File: src/rtl/iwdg_cfg_sequencer.sv
// Wishbone master: runs the IWDG unlock/prescaler/reload/status-poll/enable sequence, then refreshes it.
// Latency: one bus access per register write/read, each followed by one idle cycle; all outputs registered.
// Backpressure: every access holds adr/dat/we/cyc/stb until ack_s2m; ACK_TIMEOUT cycles without ack -> ERROR.
module iwdg_cfg_sequencer #(
    parameter logic [31:0] BASE_ADR    = 32'h0100_0000,
    parameter logic [31:0] IWDG_KR_ADR  = BASE_ADR + 32'h0,
    parameter logic [31:0] IWDG_PR_ADR  = BASE_ADR + 32'h4,
    parameter logic [31:0] IWDG_RLR_ADR = BASE_ADR + 32'h8,
    parameter logic [31:0] IWDG_ST_ADR  = BASE_ADR + 32'hC,
    parameter int          KICK_PERIOD  = 1000,
    parameter int          ACK_TIMEOUT  = 64,
    parameter int          POLL_LIMIT   = 256
) (
    input  logic        clk_m2s,
    input  logic        rst_m2s,
    input  logic        start,
    input  logic [2:0]  pr_cfg,
    input  logic [11:0] rlr_cfg,
    input  logic        auto_kick_en,
    input  logic        kick_req,
    output logic [31:0] adr_m2s,
    output logic [15:0] dat_m2s,
    output logic        we_m2s,
    output logic        cyc_m2s,
    output logic        stb_m2s,
    input  logic [15:0] dat_s2m,
    input  logic        ack_s2m,
    output logic        busy,
    output logic        running,
    output logic        err,
    output logic [1:0]  err_code
);

    localparam int TMW = $clog2(KICK_PERIOD + 1);
    localparam int TOW = $clog2(ACK_TIMEOUT + 1);
    localparam int PLW = $clog2(POLL_LIMIT + 1);
    localparam logic [TMW-1:0] TMR_LOAD  = TMW'(KICK_PERIOD);
    localparam logic [TMW-1:0] TMR_ONE   = TMW'(1);
    localparam logic [TOW-1:0] TO_LAST   = TOW'(ACK_TIMEOUT - 1);
    localparam logic [TOW-1:0] TO_ONE    = TOW'(1);
    localparam logic [PLW-1:0] POLL_LAST = PLW'(POLL_LIMIT - 1);
    localparam logic [PLW-1:0] POLL_ONE  = PLW'(1);

    typedef enum logic [3:0] {
        S_IDLE,
        S_WR_UNLOCK,
        S_WR_PR,
        S_WR_RLR,
        S_RD_ST,
        S_WR_START,
        S_RUN,
        S_WR_KICK,
        S_ERROR
    } state_t;

    state_t          state_q, state_d;
    logic            cyc_q, cyc_d, stb_q, stb_d, we_q, we_d;
    logic [31:0]     adr_q, adr_d;
    logic [15:0]     dat_q, dat_d;
    logic            gap_q, gap_d;      // access acked, spending the mandatory idle cycle
    logic            rty_q, rty_d;      // status read was non-zero, re-read after the idle cycle
    logic [TOW-1:0]  to_q, to_d;
    logic [PLW-1:0]  poll_q, poll_d;
    logic [TMW-1:0]  tmr_q, tmr_d;
    logic            pend_q, pend_d;
    logic [2:0]      pr_q, pr_d;
    logic [11:0]     rlr_q, rlr_d;
    logic            err_q, err_d;
    logic [1:0]      code_q, code_d;
    logic            busy_q, busy_d, run_q, run_d;

    logic            iss, iss_we;
    logic [31:0]     iss_adr;
    logic [15:0]     iss_dat;
    logic            acked, st_clear, expire;
    logic            unused_st;

    // Only the two status bits matter; upper read data is ignored.
    assign unused_st = ^dat_s2m[15:2];

    // Next-state, bus-cycle and bookkeeping logic; outputs are computed here and registered below.
    always_comb begin
        state_d = state_q;
        cyc_d   = cyc_q;
        stb_d   = stb_q;
        we_d    = we_q;
        adr_d   = adr_q;
        dat_d   = dat_q;
        gap_d   = gap_q;
        rty_d   = rty_q;
        to_d    = to_q;
        poll_d  = poll_q;
        tmr_d   = tmr_q;
        pend_d  = pend_q;
        pr_d    = pr_q;
        rlr_d   = rlr_q;
        err_d   = err_q;
        code_d  = code_q;
        iss     = 1'b0;
        iss_we  = 1'b0;
        iss_adr = 32'h0;
        iss_dat = 16'h0;
        expire  = 1'b0;
        acked    = cyc_q && ack_s2m;
        st_clear = (dat_s2m[1:0] == 2'b00);

        // The ack edge always ends the access; per-state code decides what follows.
        if (acked) begin
            cyc_d = 1'b0;
            stb_d = 1'b0;
        end

        case (state_q)
            S_IDLE: begin
                if (start) begin
                    pr_d    = pr_cfg;
                    rlr_d   = rlr_cfg;
                    poll_d  = '0;
                    pend_d  = 1'b0;
                    state_d = S_WR_UNLOCK;
                    iss     = 1'b1;
                    iss_we  = 1'b1;
                    iss_adr = IWDG_KR_ADR;
                    iss_dat = 16'h5555;
                end
            end
            S_WR_UNLOCK: begin
                if (acked) begin
                    gap_d = 1'b1;
                end else if (gap_q) begin
                    state_d = S_WR_PR;
                    iss     = 1'b1;
                    iss_we  = 1'b1;
                    iss_adr = IWDG_PR_ADR;
                    iss_dat = {13'h0, pr_q};
                end
            end
            S_WR_PR: begin
                if (acked) begin
                    gap_d = 1'b1;
                end else if (gap_q) begin
                    state_d = S_WR_RLR;
                    iss     = 1'b1;
                    iss_we  = 1'b1;
                    iss_adr = IWDG_RLR_ADR;
                    iss_dat = {4'h0, rlr_q};
                end
            end
            S_WR_RLR: begin
                if (acked) begin
                    gap_d = 1'b1;
                end else if (gap_q) begin
                    state_d = S_RD_ST;
                    iss     = 1'b1;
                    iss_adr = IWDG_ST_ADR;
                end
            end
            S_RD_ST: begin
                if (acked) begin
                    if (st_clear) begin
                        gap_d = 1'b1;
                    end else if (poll_q == POLL_LAST) begin
                        state_d = S_ERROR;
                        err_d   = 1'b1;
                        code_d  = 2'b10;
                    end else begin
                        poll_d = poll_q + POLL_ONE;
                        rty_d  = 1'b1;
                    end
                end else if (gap_q) begin
                    state_d = S_WR_START;
                    iss     = 1'b1;
                    iss_we  = 1'b1;
                    iss_adr = IWDG_KR_ADR;
                    iss_dat = 16'hCCCC;
                end else if (rty_q) begin
                    iss     = 1'b1;
                    iss_adr = IWDG_ST_ADR;
                end
            end
            S_WR_START: begin
                if (acked) begin
                    gap_d = 1'b1;
                end else if (gap_q) begin
                    gap_d   = 1'b0;
                    tmr_d   = TMR_LOAD;
                    state_d = S_RUN;
                end
            end
            S_RUN: begin
                if (auto_kick_en && (tmr_q != '0)) begin
                    tmr_d = tmr_q - TMR_ONE;
                end
                // Timer at 1 reaches 0 on this edge; a simultaneous kick_req still gives one kick.
                expire = auto_kick_en && (tmr_q <= TMR_ONE);
                if (kick_req || pend_q || expire) begin
                    pend_d  = 1'b0;
                    state_d = S_WR_KICK;
                    iss     = 1'b1;
                    iss_we  = 1'b1;
                    iss_adr = IWDG_KR_ADR;
                    iss_dat = 16'hAAAA;
                end
            end
            S_WR_KICK: begin
                // Requests during an in-flight kick coalesce into one extra kick.
                if (kick_req) begin
                    pend_d = 1'b1;
                end
                if (acked) begin
                    gap_d = 1'b1;
                end else if (gap_q) begin
                    gap_d   = 1'b0;
                    tmr_d   = TMR_LOAD;
                    state_d = S_RUN;
                end
            end
            S_ERROR: begin
                cyc_d = 1'b0;
                stb_d = 1'b0;
            end
            default: begin
                state_d = S_IDLE;
            end
        endcase

        if (iss) begin
            cyc_d = 1'b1;
            stb_d = 1'b1;
            we_d  = iss_we;
            adr_d = iss_adr;
            dat_d = iss_dat;
            to_d  = '0;
            gap_d = 1'b0;
            rty_d = 1'b0;
        end

        // A stalled slave aborts the access and parks the sequencer in ERROR.
        if (cyc_q && !ack_s2m) begin
            if (to_q == TO_LAST) begin
                cyc_d   = 1'b0;
                stb_d   = 1'b0;
                state_d = S_ERROR;
                err_d   = 1'b1;
                code_d  = 2'b01;
            end else begin
                to_d = to_q + TO_ONE;
            end
        end

        busy_d = !((state_d == S_IDLE) || (state_d == S_RUN) || (state_d == S_ERROR));
        run_d  = (state_d == S_RUN) || (state_d == S_WR_KICK);
    end

    // State and registered outputs; reset drops any in-flight access immediately.
    always_ff @(posedge clk_m2s) begin
        if (rst_m2s) begin
            state_q <= S_IDLE;
            cyc_q   <= 1'b0;
            stb_q   <= 1'b0;
            we_q    <= 1'b0;
            adr_q   <= 32'h0;
            dat_q   <= 16'h0;
            gap_q   <= 1'b0;
            rty_q   <= 1'b0;
            to_q    <= '0;
            poll_q  <= '0;
            tmr_q   <= '0;
            pend_q  <= 1'b0;
            pr_q    <= 3'h0;
            rlr_q   <= 12'h0;
            err_q   <= 1'b0;
            code_q  <= 2'b00;
            busy_q  <= 1'b0;
            run_q   <= 1'b0;
        end else begin
            state_q <= state_d;
            cyc_q   <= cyc_d;
            stb_q   <= stb_d;
            we_q    <= we_d;
            adr_q   <= adr_d;
            dat_q   <= dat_d;
            gap_q   <= gap_d;
            rty_q   <= rty_d;
            to_q    <= to_d;
            poll_q  <= poll_d;
            tmr_q   <= tmr_d;
            pend_q  <= pend_d;
            pr_q    <= pr_d;
            rlr_q   <= rlr_d;
            err_q   <= err_d;
            code_q  <= code_d;
            busy_q  <= busy_d;
            run_q   <= run_d;
        end
    end

    assign adr_m2s  = adr_q;
    assign dat_m2s  = dat_q;
    assign we_m2s   = we_q;
    assign cyc_m2s  = cyc_q;
    assign stb_m2s  = stb_q;
    assign busy     = busy_q;
    assign running  = run_q;
    assign err      = err_q;
    assign err_code = code_q;

endmodule
File: config.mk
export PLATFORM = sky130hd
export DESIGN_NAME = iwdg_cfg_sequencer
export DESIGN_NICKNAME = d
export VERILOG_FILES = /design/src/rtl/iwdg_cfg_sequencer.sv
export SDC_FILE = /design/constraint.sdc
export NUM_CORES = 1
export LEC_CHECK = 0
export BUFFER_PORTS_ARGS = -buffer_cell sky130_fd_sc_hd__buf_2
export CAP_MARGIN = 20
export CORE_MARGIN = 1
export CORE_UTILIZATION = 53
export CTS_CLUSTER_DIAMETER = 40
export DETAILED_ROUTE_END_ITERATION = 8
export PLACE_DENSITY = 0.87
export RECOVER_POWER = 100
export SLEW_MARGIN = 15
export SYNTH_ARGS = -nofsm -noshare
export SYNTH_HDL_FRONTEND = slang
export SYNTH_SLANG_ARGS = --single-unit
File: constraint.sdc
create_clock -name clk_m2s -period 3 [get_ports clk_m2s]
set_clock_uncertainty 0.2 [all_clocks]
set_input_delay 0.6 -clock clk_m2s [delete_from_list [all_inputs] [get_ports clk_m2s]]
set_output_delay 0.6 -clock clk_m2s [all_outputs]
set_load 0.01 [all_outputs]
==> impl_results.md <==
* Worst Max-Slew Pin Slew at 0.9387 ns
* Hold slack at 0.2598 ns
* Gate power share at 0.084
* Grt ovf at 0
* Worst Hold End: to_q[6]$_SDFF_PP0_
* Fin Setup TNS at 0 ns
* Syn avg cell area at 8.286 um2
* Die Wd at 84.19 um
* Nets at 523
* Required @ worst endpoint at 3.10 ns
* R2R Path End: dat_m2s[2]$_SDFFE_PP0P_
* # diodes at 0
* Layout cell share with drive strength beyond 1 at 0.1052
* Clk sink count at 75
* P_leak at 1.507 nW
* Area leader, netlist: dfxtp_1
* Routed Antenna Nets at 0
* Final GP Congestion at 0.8331
* Post-CTS Setup Inserts at 0
* Area post-placement at 0.003786 mm2
* I/O Pins at 93
* Post_cts resized at 0
* Post-Syn Instances at 432
* Final wirelength at 8.220 mm
* CTS tree: yes
* Total power at 2.077 mW
* Critical path type: reg -> reg
* Top cell type's share of synthesized area at 0.4194
* Worst-path maximum fanout at 13
* Yosys cell types at 51
* # Max-Cap Violations at 0
* CTS Buf Count at 9
* Top FF cell, synth: dfxtp_1
* CP arrival at 2.91 ns
* Flop pwr share at 0.503
* RSZ-0062 raised after global routing: false
* Reg2reg path depth at 7
* P&R area growth vs syn at 10.07%
* Status: finished, violations left
* Clock power frac at 0.413
* First-pass GRT wire length at 13.28 mm
* Switching share of total power at 0.2544
* Post-synth EDFFs at 0
* Drt drc at 8
* Core area at 0.006422 mm2
* Period utilization at 0.9376
* Dpl hpwl at 5.820 mm
* VDD IR max at 0.0003367 V
* Gr usage total at 0.2362
* Max Fclk at 355.5 MHz
* Worst hold start: to_q[6]$_SDFF_PP0_
* Internal at 1.549 mW
* Floorplan row count at 29
* Root Driver: clkbuf_8
* Initial antenna violation count at 0
* Yosys warns at 0
* Starting Density at 0.5574
* Die Span Y at 84.19 um
* Ranking of synthesized cells by area: dfxtp_1 42%, a21oi_1 6.4%, nand2_1 6.2%, buf_4 6.1%, nand3_1 3.2%
* Tmin final at 2.813 ns
* Via count at 3258
* Hold Path Depth at 2
* Final cell count without fillers at 562
* Async SR Flop Fraction at 0
* Final Util at 0.6135
* Vias in the first global route at 2858
* Reg2reg start: state_q[1]$_SDFF_PP0_
* Flop-to-flop setup slack at 0.19 ns
* Initial DRC count at 267
* Worst-path clk slew at 0.08 ns
* CP startpoint kind: flop
* Die ar. at 0.007087 mm2
* Final-report setup violation count at 0
* Clk Latency, worst-skew pair at 0.37 ns
* Drt pass-1 iters at 7
* Final hold vios at 0
* Sw power at 0.5286 mW
* # port buffers at 49
* Setup ws final at 0.1873 ns
* Routed vias/inst at 5.797
* Largest net degree at the start of global routing at 20
* Placed insts at 546
* Pwr dens at 527.2 mW/mm2
* DP Worst Slack at 0.3594 ns
* Hold buffers post-CTS at 0
* Final Slew Violations at 0
* Synth Register Bits at 75
* WL/cell at 14.63 um
* Failing checks: design-rule violations
* Clock buffer depth at 2
* Crit end category: flop
* H-tree levels at 3
* Cell Area, Synth at 0.003580 mm2
* Register area share after synthesis at 0.4194
* Post-route cell area at 0.003940 mm2
* Slew headroom at 0.3739
* Hold Path Class: reg -> reg
how the worst max path moves through the flow:
stage	start	to	slack, ns
final	state_q[1]$_SDFF_PP0_	dat_m2s[2]$_SDFFE_PP0P_	0.19
after global routing	state_q[1]$_SDFF_PP0_	dat_m2s[2]$_SDFFE_PP0P_	0.13
after CTS	state_q[2]$_SDFF_PP0_	dat_m2s[2]$_SDFFE_PP0P_	0.35
after detailed placement	state_q[2]$_SDFF_PP0_	dat_m2s[2]$_SDFFE_PP0P_	0.36
after global placement	state_q[2]$_SDFF_PP0_	dat_m2s[10]$_SDFFE_PP0P_	0.47
after floorplan	ack_s2m	dat_m2s[11]$_SDFFE_PP0P_	0.74
power groups by stage:
| stage | combinational [mW] | clock [mW] | sequential (mW) |
|---|---|---|---|
| after floorplan | 0.143 | 0 | 1.07 |
| after global placement | 0.172 | 0 | 1.07 |
| after detailed placement | 0.177 | 0 | 1.07 |
| after CTS | 0.178 | 0.863 | 1.04 |
| after global routing | 0.192 | 0.907 | 1.05 |
| final | 0.175 | 0.858 | 1.04 |
routing by layer:
layer	global-route usage	wire, um	vias to the layer above
met5	0	0	-
met4	0.1223	207	0
met3	0.04228	503	23
met2	0.3875	3908	140
met1	0.2989	3601	1530
li1	-	-	1565
Yosys cell counts (6+ instances only):
| cell type | instances |
|---|---|
| ha_1 | 6 |
| inv_1 | 8 |
| nand4_1 | 11 |
| nand2_1 | 59 |
| nand3_1 | 23 |
| dfxtp_1 | 75 |
| xnor2_1 | 7 |
| o21ai_0 | 14 |
| a31oi_1 | 7 |
| a21oi_1 | 46 |
| nor3_1 | 16 |
| clkbuf_1 | 15 |
| a22o_1 | 8 |
| buf_4 | 29 |
| xor2_1 | 8 |
| nor2_1 | 27 |
logic make-up (layout without fill, tap and decap cells):
| family | count (synthesis) | count (layout) | share of synthesized area |
|---|---|---|---|
| multiplexers | 1 | 1 | 0.002796 |
| buffers and inverters | 60 | 85 | 0.1007 |
| other | 1 | 29 | 0.001048 |
| AND/OR/NAND/NOR | 171 | 171 | 0.2338 |
| AO/OA/AOI/OAI | 103 | 103 | 0.1846 |
| flip-flops | 75 | 75 | 0.4194 |
| adder cells (fa/ha/maj) | 6 | 6 | 0.02097 |
| XOR/XNOR | 15 | 15 | 0.03670 |
cell type report:
type | count | area [um2]
clock inverter | 6 | 88.84
sequential | 75 | 1501
clock buffer | 10 | 127.6
tap | 77 | 96.34
fill | 580 | 2482
timing repair buffer | 61 | 290.3
inverter | 8 | 30.03
multi-input combinational | 325 | 1805
cell usage in the layout (no fill, tap or decap), types with 2 or more instances in the layout:
master	synthesis	final
clkbuf_8	0	9
buf_4	29	9
o21a_1	5	5
or3_1	3	3
nor2_1	27	27
nor3_1	16	16
xnor2_1	7	7
nor3b_1	2	2
clkbuf_1	15	31
a22oi_1	3	3
nand3b_1	2	2
nand3_1	23	23
ha_1	6	6
clkinvlp_4	0	2
nor2b_1	5	5
or4_1	2	2
conb_1	1	29
nor4_1	5	6
o2bb2ai_1	4	4
dfxtp_1	75	75
a21o_1	2	2
a211oi_1	3	3
xor2_1	8	8
inv_1	8	8
nand4_1	11	11
bufinv_16	0	2
buf_2	3	22
a31oi_1	7	7
a22o_1	8	8
nand2_1	59	59
o21ai_0	14	14
and3_1	5	5
nand2b_1	2	2
a2111oi_0	2	2
and2_0	0	2
a21oi_1	46	47
critical path: stages (launching register included):
cell	delay (ns)
dfxtp_1	0.40
buf_4	0.20
nor4_1	0.63
a22oi_2	0.13
o211a_1	0.18
buf_4	0.19
a21oi_1	0.59
a22o_1	0.23
flip-flops by register name, indices dropped and copies added (netlist names), 2 cells and up:
register / cells
err_code: 2
tmr_q: 10
rlr_q: 12
pr_q: 3
dat_m2s: 16
state_q: 4
adr_m2s: 3
to_q: 7
poll_q: 9
Power figures use the tool's default switching activity.
